File: config.mk
export PLATFORM = sky130hd
export DESIGN_NAME = mem_port_arbiter_flat
export DESIGN_NICKNAME = d
export VERILOG_FILES = /design/src/rtl/mem_port_arbiter_if.sv /design/src/rtl/mem_port_arbiter.sv /design/src/flat_wrapper.sv
export SDC_FILE = /design/constraint.sdc
export NUM_CORES = 1
export LEC_CHECK = 0
export CAP_MARGIN = 25
export CELL_PAD_IN_SITES_DETAIL_PLACEMENT = 0
export CELL_PAD_IN_SITES_GLOBAL_PLACEMENT = 1
export CORE_MARGIN = 2
export CORE_UTILIZATION = 30
export DETAILED_ROUTE_END_ITERATION = 6
export HOLD_SLACK_MARGIN = 0.06
export PLACE_DENSITY_LB_ADDON = 0.1
export SETUP_SLACK_MARGIN = 0.5
export SYNTH_ARGS = -nofsm -noshare
export SYNTH_HDL_FRONTEND = slang
export SYNTH_SLANG_ARGS = --single-unit
File: constraint.sdc
create_clock -name clk -period 2.1 [get_ports clk]
set_clock_uncertainty 0.1 [all_clocks]
set_input_delay 0.42 -clock clk [delete_from_list [all_inputs] [get_ports clk]]
set_output_delay 0.42 -clock clk [all_outputs]
set_load 0.02 [all_outputs]
File: src/rtl/mem_port_arbiter_if.sv
// Bundles both requester ports and the downstream memory port of the arbiter.
// The arbiter uses the slave view; requesters and the memory model use master.
interface mem_port_arbiter_if;
  logic        m0_request_enable;
  logic        m0_mode;
  logic [31:0] m0_addr;
  logic [31:0] m0_wdata;
  logic [3:0]  m0_wstrb;
  logic        m0_response_enable;
  logic [31:0] m0_data;
  logic        m0_error;

  logic        m1_request_enable;
  logic        m1_mode;
  logic [31:0] m1_addr;
  logic [31:0] m1_wdata;
  logic [3:0]  m1_wstrb;
  logic        m1_response_enable;
  logic [31:0] m1_data;
  logic        m1_error;

  logic        mem_request_enable;
  logic        mem_mode;
  logic [31:0] mem_addr;
  logic [31:0] mem_wdata;
  logic [3:0]  mem_wstrb;
  logic        mem_response_enable;
  logic [31:0] mem_data;
  logic        mem_owner;

  modport slave (
    input  m0_request_enable, m0_mode, m0_addr, m0_wdata, m0_wstrb,
    output m0_response_enable, m0_data, m0_error,
    input  m1_request_enable, m1_mode, m1_addr, m1_wdata, m1_wstrb,
    output m1_response_enable, m1_data, m1_error,
    output mem_request_enable, mem_mode, mem_addr, mem_wdata, mem_wstrb, mem_owner,
    input  mem_response_enable, mem_data
  );

  modport master (
    output m0_request_enable, m0_mode, m0_addr, m0_wdata, m0_wstrb,
    input  m0_response_enable, m0_data, m0_error,
    output m1_request_enable, m1_mode, m1_addr, m1_wdata, m1_wstrb,
    input  m1_response_enable, m1_data, m1_error,
    input  mem_request_enable, mem_mode, mem_addr, mem_wdata, mem_wstrb, mem_owner,
    output mem_response_enable, mem_data
  );
endinterface

File: src/rtl/mem_port_arbiter.sv
// Round-robin sharing of one pulse-style memory port between two requesters, one
// transaction in flight; request pulses latched, responses routed back, optional timeout.
module mem_port_arbiter #(
  parameter int   TIMEOUT_CYCLES = 1024,
  parameter logic MEMREQ_READ    = 1'b0,
  parameter logic MEMREQ_WRITE   = 1'b1
) (
  input  logic clk,
  input  logic rstn,
  mem_port_arbiter_if.slave bus
);
  localparam int CW = (TIMEOUT_CYCLES > 1) ? $clog2(TIMEOUT_CYCLES) : 1;
  localparam logic [CW-1:0] CNT_LAST = CW'(TIMEOUT_CYCLES - 1);

  typedef enum logic {IDLE, WAIT} state_t;
  state_t state, state_nxt;

  logic [1:0]        req, req_wr, cap, busy;
  logic [1:0][31:0]  req_addr, req_wdata;
  logic [1:0][3:0]   req_wstrb;

  logic [1:0]        pend, is_wr;
  logic [1:0][31:0]  addr_q, wdata_q;
  logic [1:0][3:0]   wstrb_q;

  logic [1:0]        rsp_en, rsp_err;
  logic [1:0][31:0]  rsp_data;

  logic              last_grant, owner, grant, winner, done, timeout_hit;
  logic [CW-1:0]     cnt;
  logic              mreq_en, mreq_wr;
  logic [31:0]       mreq_addr, mreq_wdata;
  logic [3:0]        mreq_wstrb;

  always_comb begin
    req       = {bus.m1_request_enable, bus.m0_request_enable};
    req_wr    = {bus.m1_mode == MEMREQ_WRITE, bus.m0_mode == MEMREQ_WRITE};
    req_addr  = {bus.m1_addr, bus.m0_addr};
    req_wdata = {bus.m1_wdata, bus.m0_wdata};
    req_wstrb = {bus.m1_wstrb, bus.m0_wstrb};

    timeout_hit = (TIMEOUT_CYCLES != 0) && (cnt == CNT_LAST);
    done        = (state == WAIT) && (bus.mem_response_enable || timeout_hit);

    // The owner may re-request on the very edge its transaction completes.
    busy = 2'b00;
    if (state == WAIT && !done) busy[owner] = 1'b1;
    cap = req & ~pend & ~busy;

    grant  = (state == IDLE) && (pend != 2'b00);
    winner = (pend == 2'b11) ? ~last_grant : pend[1];

    state_nxt = state;
    if (grant)     state_nxt = WAIT;
    else if (done) state_nxt = IDLE;
  end

  always_ff @(posedge clk or negedge rstn) begin
    if (!rstn) state <= IDLE;
    else       state <= state_nxt;
  end

  always_ff @(posedge clk or negedge rstn) begin
    if (!rstn) begin
      pend       <= '0;
      is_wr      <= '0;
      addr_q     <= '0;
      wdata_q    <= '0;
      wstrb_q    <= '0;
      rsp_en     <= '0;
      rsp_err    <= '0;
      rsp_data   <= '0;
      last_grant <= 1'b1;
      owner      <= 1'b0;
      cnt        <= '0;
      mreq_en    <= 1'b0;
      mreq_wr    <= 1'b0;
      mreq_addr  <= '0;
      mreq_wdata <= '0;
      mreq_wstrb <= '0;
    end else begin
      mreq_en <= 1'b0;
      rsp_en  <= '0;

      for (int n = 0; n < 2; n++) begin
        if (cap[n]) begin
          pend[n]    <= 1'b1;
          is_wr[n]   <= req_wr[n];
          addr_q[n]  <= req_addr[n];
          wdata_q[n] <= req_wdata[n];
          wstrb_q[n] <= req_wstrb[n];
        end
      end

      if (grant) begin
        pend[winner] <= 1'b0;
        mreq_en      <= 1'b1;
        mreq_wr      <= is_wr[winner];
        mreq_addr    <= addr_q[winner];
        mreq_wdata   <= wdata_q[winner];
        mreq_wstrb   <= wstrb_q[winner];
        owner        <= winner;
        last_grant   <= winner;
        cnt          <= '0;
      end else if (state == WAIT) begin
        if (done) begin
          // A real response beats a coincident timeout.
          rsp_en[owner]   <= 1'b1;
          rsp_data[owner] <= bus.mem_response_enable ? bus.mem_data : 32'h0;
          rsp_err[owner]  <= ~bus.mem_response_enable;
        end else begin
          cnt <= cnt + 1'b1;
        end
      end
    end
  end

  assign bus.mem_request_enable = mreq_en;
  assign bus.mem_mode           = mreq_wr ? MEMREQ_WRITE : MEMREQ_READ;
  assign bus.mem_addr           = mreq_addr;
  assign bus.mem_wdata          = mreq_wdata;
  assign bus.mem_wstrb          = mreq_wstrb;
  assign bus.mem_owner          = owner;

  assign bus.m0_response_enable = rsp_en[0];
  assign bus.m0_data            = rsp_data[0];
  assign bus.m0_error           = rsp_err[0];
  assign bus.m1_response_enable = rsp_en[1];
  assign bus.m1_data            = rsp_data[1];
  assign bus.m1_error           = rsp_err[1];
endmodule
File: src/flat_wrapper.sv
// flat-port wrapper written by rule: the top's interface ports become plain ports
module mem_port_arbiter_flat 
#(
  parameter int   TIMEOUT_CYCLES = 1024,
  parameter logic MEMREQ_READ    = 1'b0,
  parameter logic MEMREQ_WRITE   = 1'b1
)
  (clk, rstn, bus_m0_request_enable, bus_m0_mode, bus_m0_addr, bus_m0_wdata, bus_m0_wstrb, bus_m0_response_enable, bus_m0_data, bus_m0_error, bus_m1_request_enable, bus_m1_mode, bus_m1_addr, bus_m1_wdata, bus_m1_wstrb, bus_m1_response_enable, bus_m1_data, bus_m1_error, bus_mem_request_enable, bus_mem_mode, bus_mem_addr, bus_mem_wdata, bus_mem_wstrb, bus_mem_owner, bus_mem_response_enable, bus_mem_data);
  mem_port_arbiter_if bus_i ();
  input  logic clk;
  input  logic rstn;
  input wire logic [$bits(bus_i.m0_request_enable)-1:0] bus_m0_request_enable;
  input wire logic [$bits(bus_i.m0_mode)-1:0] bus_m0_mode;
  input wire logic [$bits(bus_i.m0_addr)-1:0] bus_m0_addr;
  input wire logic [$bits(bus_i.m0_wdata)-1:0] bus_m0_wdata;
  input wire logic [$bits(bus_i.m0_wstrb)-1:0] bus_m0_wstrb;
  output wire logic [$bits(bus_i.m0_response_enable)-1:0] bus_m0_response_enable;
  output wire logic [$bits(bus_i.m0_data)-1:0] bus_m0_data;
  output wire logic [$bits(bus_i.m0_error)-1:0] bus_m0_error;
  input wire logic [$bits(bus_i.m1_request_enable)-1:0] bus_m1_request_enable;
  input wire logic [$bits(bus_i.m1_mode)-1:0] bus_m1_mode;
  input wire logic [$bits(bus_i.m1_addr)-1:0] bus_m1_addr;
  input wire logic [$bits(bus_i.m1_wdata)-1:0] bus_m1_wdata;
  input wire logic [$bits(bus_i.m1_wstrb)-1:0] bus_m1_wstrb;
  output wire logic [$bits(bus_i.m1_response_enable)-1:0] bus_m1_response_enable;
  output wire logic [$bits(bus_i.m1_data)-1:0] bus_m1_data;
  output wire logic [$bits(bus_i.m1_error)-1:0] bus_m1_error;
  output wire logic [$bits(bus_i.mem_request_enable)-1:0] bus_mem_request_enable;
  output wire logic [$bits(bus_i.mem_mode)-1:0] bus_mem_mode;
  output wire logic [$bits(bus_i.mem_addr)-1:0] bus_mem_addr;
  output wire logic [$bits(bus_i.mem_wdata)-1:0] bus_mem_wdata;
  output wire logic [$bits(bus_i.mem_wstrb)-1:0] bus_mem_wstrb;
  output wire logic [$bits(bus_i.mem_owner)-1:0] bus_mem_owner;
  input wire logic [$bits(bus_i.mem_response_enable)-1:0] bus_mem_response_enable;
  input wire logic [$bits(bus_i.mem_data)-1:0] bus_mem_data;
  assign bus_i.m0_request_enable = bus_m0_request_enable;
  assign bus_i.m0_mode = bus_m0_mode;
  assign bus_i.m0_addr = bus_m0_addr;
  assign bus_i.m0_wdata = bus_m0_wdata;
  assign bus_i.m0_wstrb = bus_m0_wstrb;
  assign bus_m0_response_enable = bus_i.m0_response_enable;
  assign bus_m0_data = bus_i.m0_data;
  assign bus_m0_error = bus_i.m0_error;
  assign bus_i.m1_request_enable = bus_m1_request_enable;
  assign bus_i.m1_mode = bus_m1_mode;
  assign bus_i.m1_addr = bus_m1_addr;
  assign bus_i.m1_wdata = bus_m1_wdata;
  assign bus_i.m1_wstrb = bus_m1_wstrb;
  assign bus_m1_response_enable = bus_i.m1_response_enable;
  assign bus_m1_data = bus_i.m1_data;
  assign bus_m1_error = bus_i.m1_error;
  assign bus_mem_request_enable = bus_i.mem_request_enable;
  assign bus_mem_mode = bus_i.mem_mode;
  assign bus_mem_addr = bus_i.mem_addr;
  assign bus_mem_wdata = bus_i.mem_wdata;
  assign bus_mem_wstrb = bus_i.mem_wstrb;
  assign bus_mem_owner = bus_i.mem_owner;
  assign bus_i.mem_response_enable = bus_mem_response_enable;
  assign bus_i.mem_data = bus_mem_data;
  mem_port_arbiter #(.TIMEOUT_CYCLES(TIMEOUT_CYCLES), .MEMREQ_READ(MEMREQ_READ), .MEMREQ_WRITE(MEMREQ_WRITE)) u_core (.clk(clk), .rstn(rstn), .bus(bus_i));
endmodule
==> impl_metrics.json <==
{
  "via_per_inst": 4.928,
  "synthAdderAreaFrac_pct": 0.1110,
  "grt_pass1_vias": 8366,
  "diodes": 0,
  "initialDrtViolationCount": 590,
  "synth-edff-count": 0,
  "startpoint_type": "register",
  "fin_crit_sh_pct": 98.94,
  "grt_usage_pct": 16.90,
  "arrival_ns": 2.37,
  "die_h_um": 197.9,
  "numCtsBuffers": 35,
  "clk_latency_ns": 0.51,
  "pin_count": 314,
  "grt_max_degree": 55,
  "num_rows": 71,
  "cts_tree": "yes",
  "synth-compound-area-share_pct": 13.76,
  "multi_input_area_sq_um": 3764,
  "netlist-cell-type-count": 41,
  "cp_max_fo": 7,
  "clkTransAtPathRegs_ns": 0.06,
  "dp_hpwl_mm": 21.51,
  "synth_seq_area_share_pct": 64.58,
  "slew-limit-headroom_pct": 68.30,
  "num_vias": 8353,
  "synth-simple-area-share_pct": 1.354,
  "antenna_found_initial": 3,
  "failed_checks": "DRC",
  "ant_nets": 0,
  "setup_violations": 0,
  "cts_root_buf": "clkbuf_16",
  "nFillCells": 3306,
  "detailedRoute.firstPassIterationCount": 7,
  "synth_cells": 764,
  "syn_to_final_growth_pct": 61.06,
  "p_total_mw": 30.68,
  "status": "finished, violations left",
  "h-tree-depth": 2,
  "clock_sinks": 291,
  "io_buffers": 313,
  "synth-xor-area-share_pct": 0.07767,
  "coreArea_sq_um": 37310,
  "slew_violations": 0,
  "tightest_slew_ns": 0.4755,
  "ys_ff_latch": 291,
  "synth_warnings": 0,
  "p_leak_nw": 8.427,
  "dieArea_sq_um": 39160,
  "synth_ff_type": "dfrtp_1",
  "ctsLongestPathBuffers": 3,
  "start_util_pct": 30.22,
  "syn_nets": 940,
  "grt_overflow": 0,
  "cp-end-kind": "register",
  "finalHoldViolations": 0,
  "synth_top_family_by_area": "multiplexers",
  "die_w_um": 197.9,
  "whs_ns": 0.3435,
  "critical_path_class": "register to register",
  "layout_common_cells": "286 x dfrtp_1, 172 x clkdlybuf4s50_1, 107 x buf_6",
  "final_net_count": 1371,
  "wl_per_cell_um": 22.93,
  "synth.area.mux_share_pct": 14.62,
  "routabilityCongestion": 0.7193,
  "grt_pass1_wl_mm": 50.88,
  "rsz0062_at_grt": "true",
  "syn_area_sq_um": 11280,
  "async_reset_ff_share_pct": 100.0,
  "hold_path_class": "primary input to async pin",
  "peakVddDrop_mv": 0.6887,
  "period_minus_slack_ns": 2.078,
  "synth_area_per_cell_sq_um": 14.76,
  "seq_area_sq_um": 7288,
  "fmax_mhz": 481.3,
  "drive_above_1_share_pct": 41.20,
  "drv_cap": 0,
  "p_per_area_nw_per_um2": 1689,
  "crit_required_ns": 2.39,
  "wirelength_mm": 38.87,
  "layout_commonest_cell": "dfrtp_1",
  "drc": 6
}
## worst max-delay path: stages (launching register included)
cell and delay, ns:
dfrtp_1 0.38, ha_2 0.21, inv_2 0.05, o31ai_4 0.33
o211a_4 0.28, buf_6 0.15, clkbuf_16 0.17, mux2_4 0.30
## metal layers
metal	wire length, um	global-route usage (%)
met2	19100	27.46
met4	647	4.261
met5	25	0
met3	2911	5.876
met1	16180	21.55
## sequential cells by signal (all words and copies together), names as in the netlist
| name | cells |
|---|---|
| u_core.last_grant | 1 |
| u_core.mreq_wr | 1 |
| u_core.bus.mem_addr | 32 |
| u_core.cnt | 10 |
| u_core.bus.mem_owner | 1 |
| u_core.state | 1 |
| u_core.wstrb_q | 8 |
| u_core.addr_q | 64 |
| u_core.rsp_err | 2 |
| u_core.bus.mem_request_enable | 1 |
| u_core.pend | 2 |
| u_core.bus.m0_data | 32 |
| u_core.is_wr | 2 |
| u_core.bus.mem_wdata | 32 |
| u_core.bus.m1_data | 32 |
| u_core.bus.mem_wstrb | 4 |
| u_core.wdata_q | 64 |
| u_core.rsp_en | 2 |
## cell families (layout without fill, tap and decap cells)
| family | count (synthesis) | after routing |
|---|---|---|
| flip-flops | 291 | 291 |
| AO/OA/AOI/OAI | 165 | 166 |
| multiplexers | 140 | 140 |
| buffers and inverters | 140 | 596 |
| AND/OR/NAND/NOR | 26 | 26 |
| adder cells (fa/ha/maj) | 1 | 1 |
| XOR/XNOR | 1 | 1 |
## path summary, 6_finish.rpt
kind | cells past startpoint | endpoint | slack (ns) | startpoint
max | 7 | u_core.addr_q[33] | 0.02 | u_core.cnt[1]
min | 2 | u_core.rsp_en[1] | 0.34 | rstn
max reg2reg | 7 | u_core.addr_q[33] | 0.02 | u_core.cnt[1]
min reg2reg | 2 | u_core.bus.mem_wdata[16] | 0.38 | u_core.wdata_q[48]
max in group asynchronous | 3 | u_core.addr_q[18] | 0.88 | rstn
min in group clk | 3 | u_core.rsp_err[0] | 0.36 | bus_mem_response_enable
## cells in the mapped netlist (2+ instances only)
master,n,share of area [%]
o21bai_1,2,0.13
a211oi_1,2,0.13
buf_6,2,0.20
o211a_1,2,0.18
and2_1,2,0.11
o31ai_1,2,0.13
nor3_1,2,0.089
a21o_1,2,0.13
a21oi_1,8,0.36
nand2_1,6,0.20
o21ai_1,2,0.089
nand4_2,2,0.22
a32o_1,64,5.7
inv_1,79,2.6
o211ai_1,2,0.13
a222oi_1,69,6.1
o21ai_0,7,0.31
buf_4,12,0.80
clkbuf_1,43,1.4
buf_12,2,0.36
dfrtp_1,290,64
mux2_4,20,2.7
nand3_1,3,0.13
or3_1,2,0.11
mux2_2,118,12
nor2_1,3,0.10
mux2i_1,2,0.18
## per-stage QoR
step | util (%) | cells | worst slack, ns | area (sq um) | TNS (ns)
2_1_floorplan | - | 764 | 0.1444 | 11460 | 0
3_3_place_gp | 41.28 | 1536 | 0.04305 | 15400 | 0
3_5_place_dp | 41.28 | 1536 | 0.01688 | 15400 | 0
4_1_cts | 45.47 | 1628 | 0.02100 | 16970 | 0
5_1_grt | 48.68 | 1695 | -0.06476 | 18160 | -3.888
6_report | 48.68 | 1695 | 0.02231 | 18160 | 0
## repair_timing
item,in CTS,in global routing
gates cloned,4,28
endpoints found under the hold margin,42,0
resized for setup,468,337
hold buffers,1,0
pin swaps,3,68
buffers inserted,24,39
endpoints found under the setup margin,421,414
## area by class of cell
class | instances | share of cell area [%]
sequential | 291 | 40.13
timing repair buffer | 454 | 27.63
multi-input combinational | 334 | 20.72
clock buffer | 56 | 6.152
tap | 474 | 3.265
inverter | 79 | 1.633
clock inverter | 7 | 0.4684
## power breakdown
| part | total, mW | internal, mW | switching, mW | leakage, nW |
|---|---|---|---|---|
| clock network | 6.25 | 3.88 | 2.37 | 0.598 |
| registers | 10.1 | 8.35 | 1.72 | 3.55 |
| logic | 14.4 | 7.98 | 6.38 | 4.28 |
| total | 30.7 | 20.2 | 10.5 | 8.43 |
Note: power is estimated with default switching activity, not from simulation.
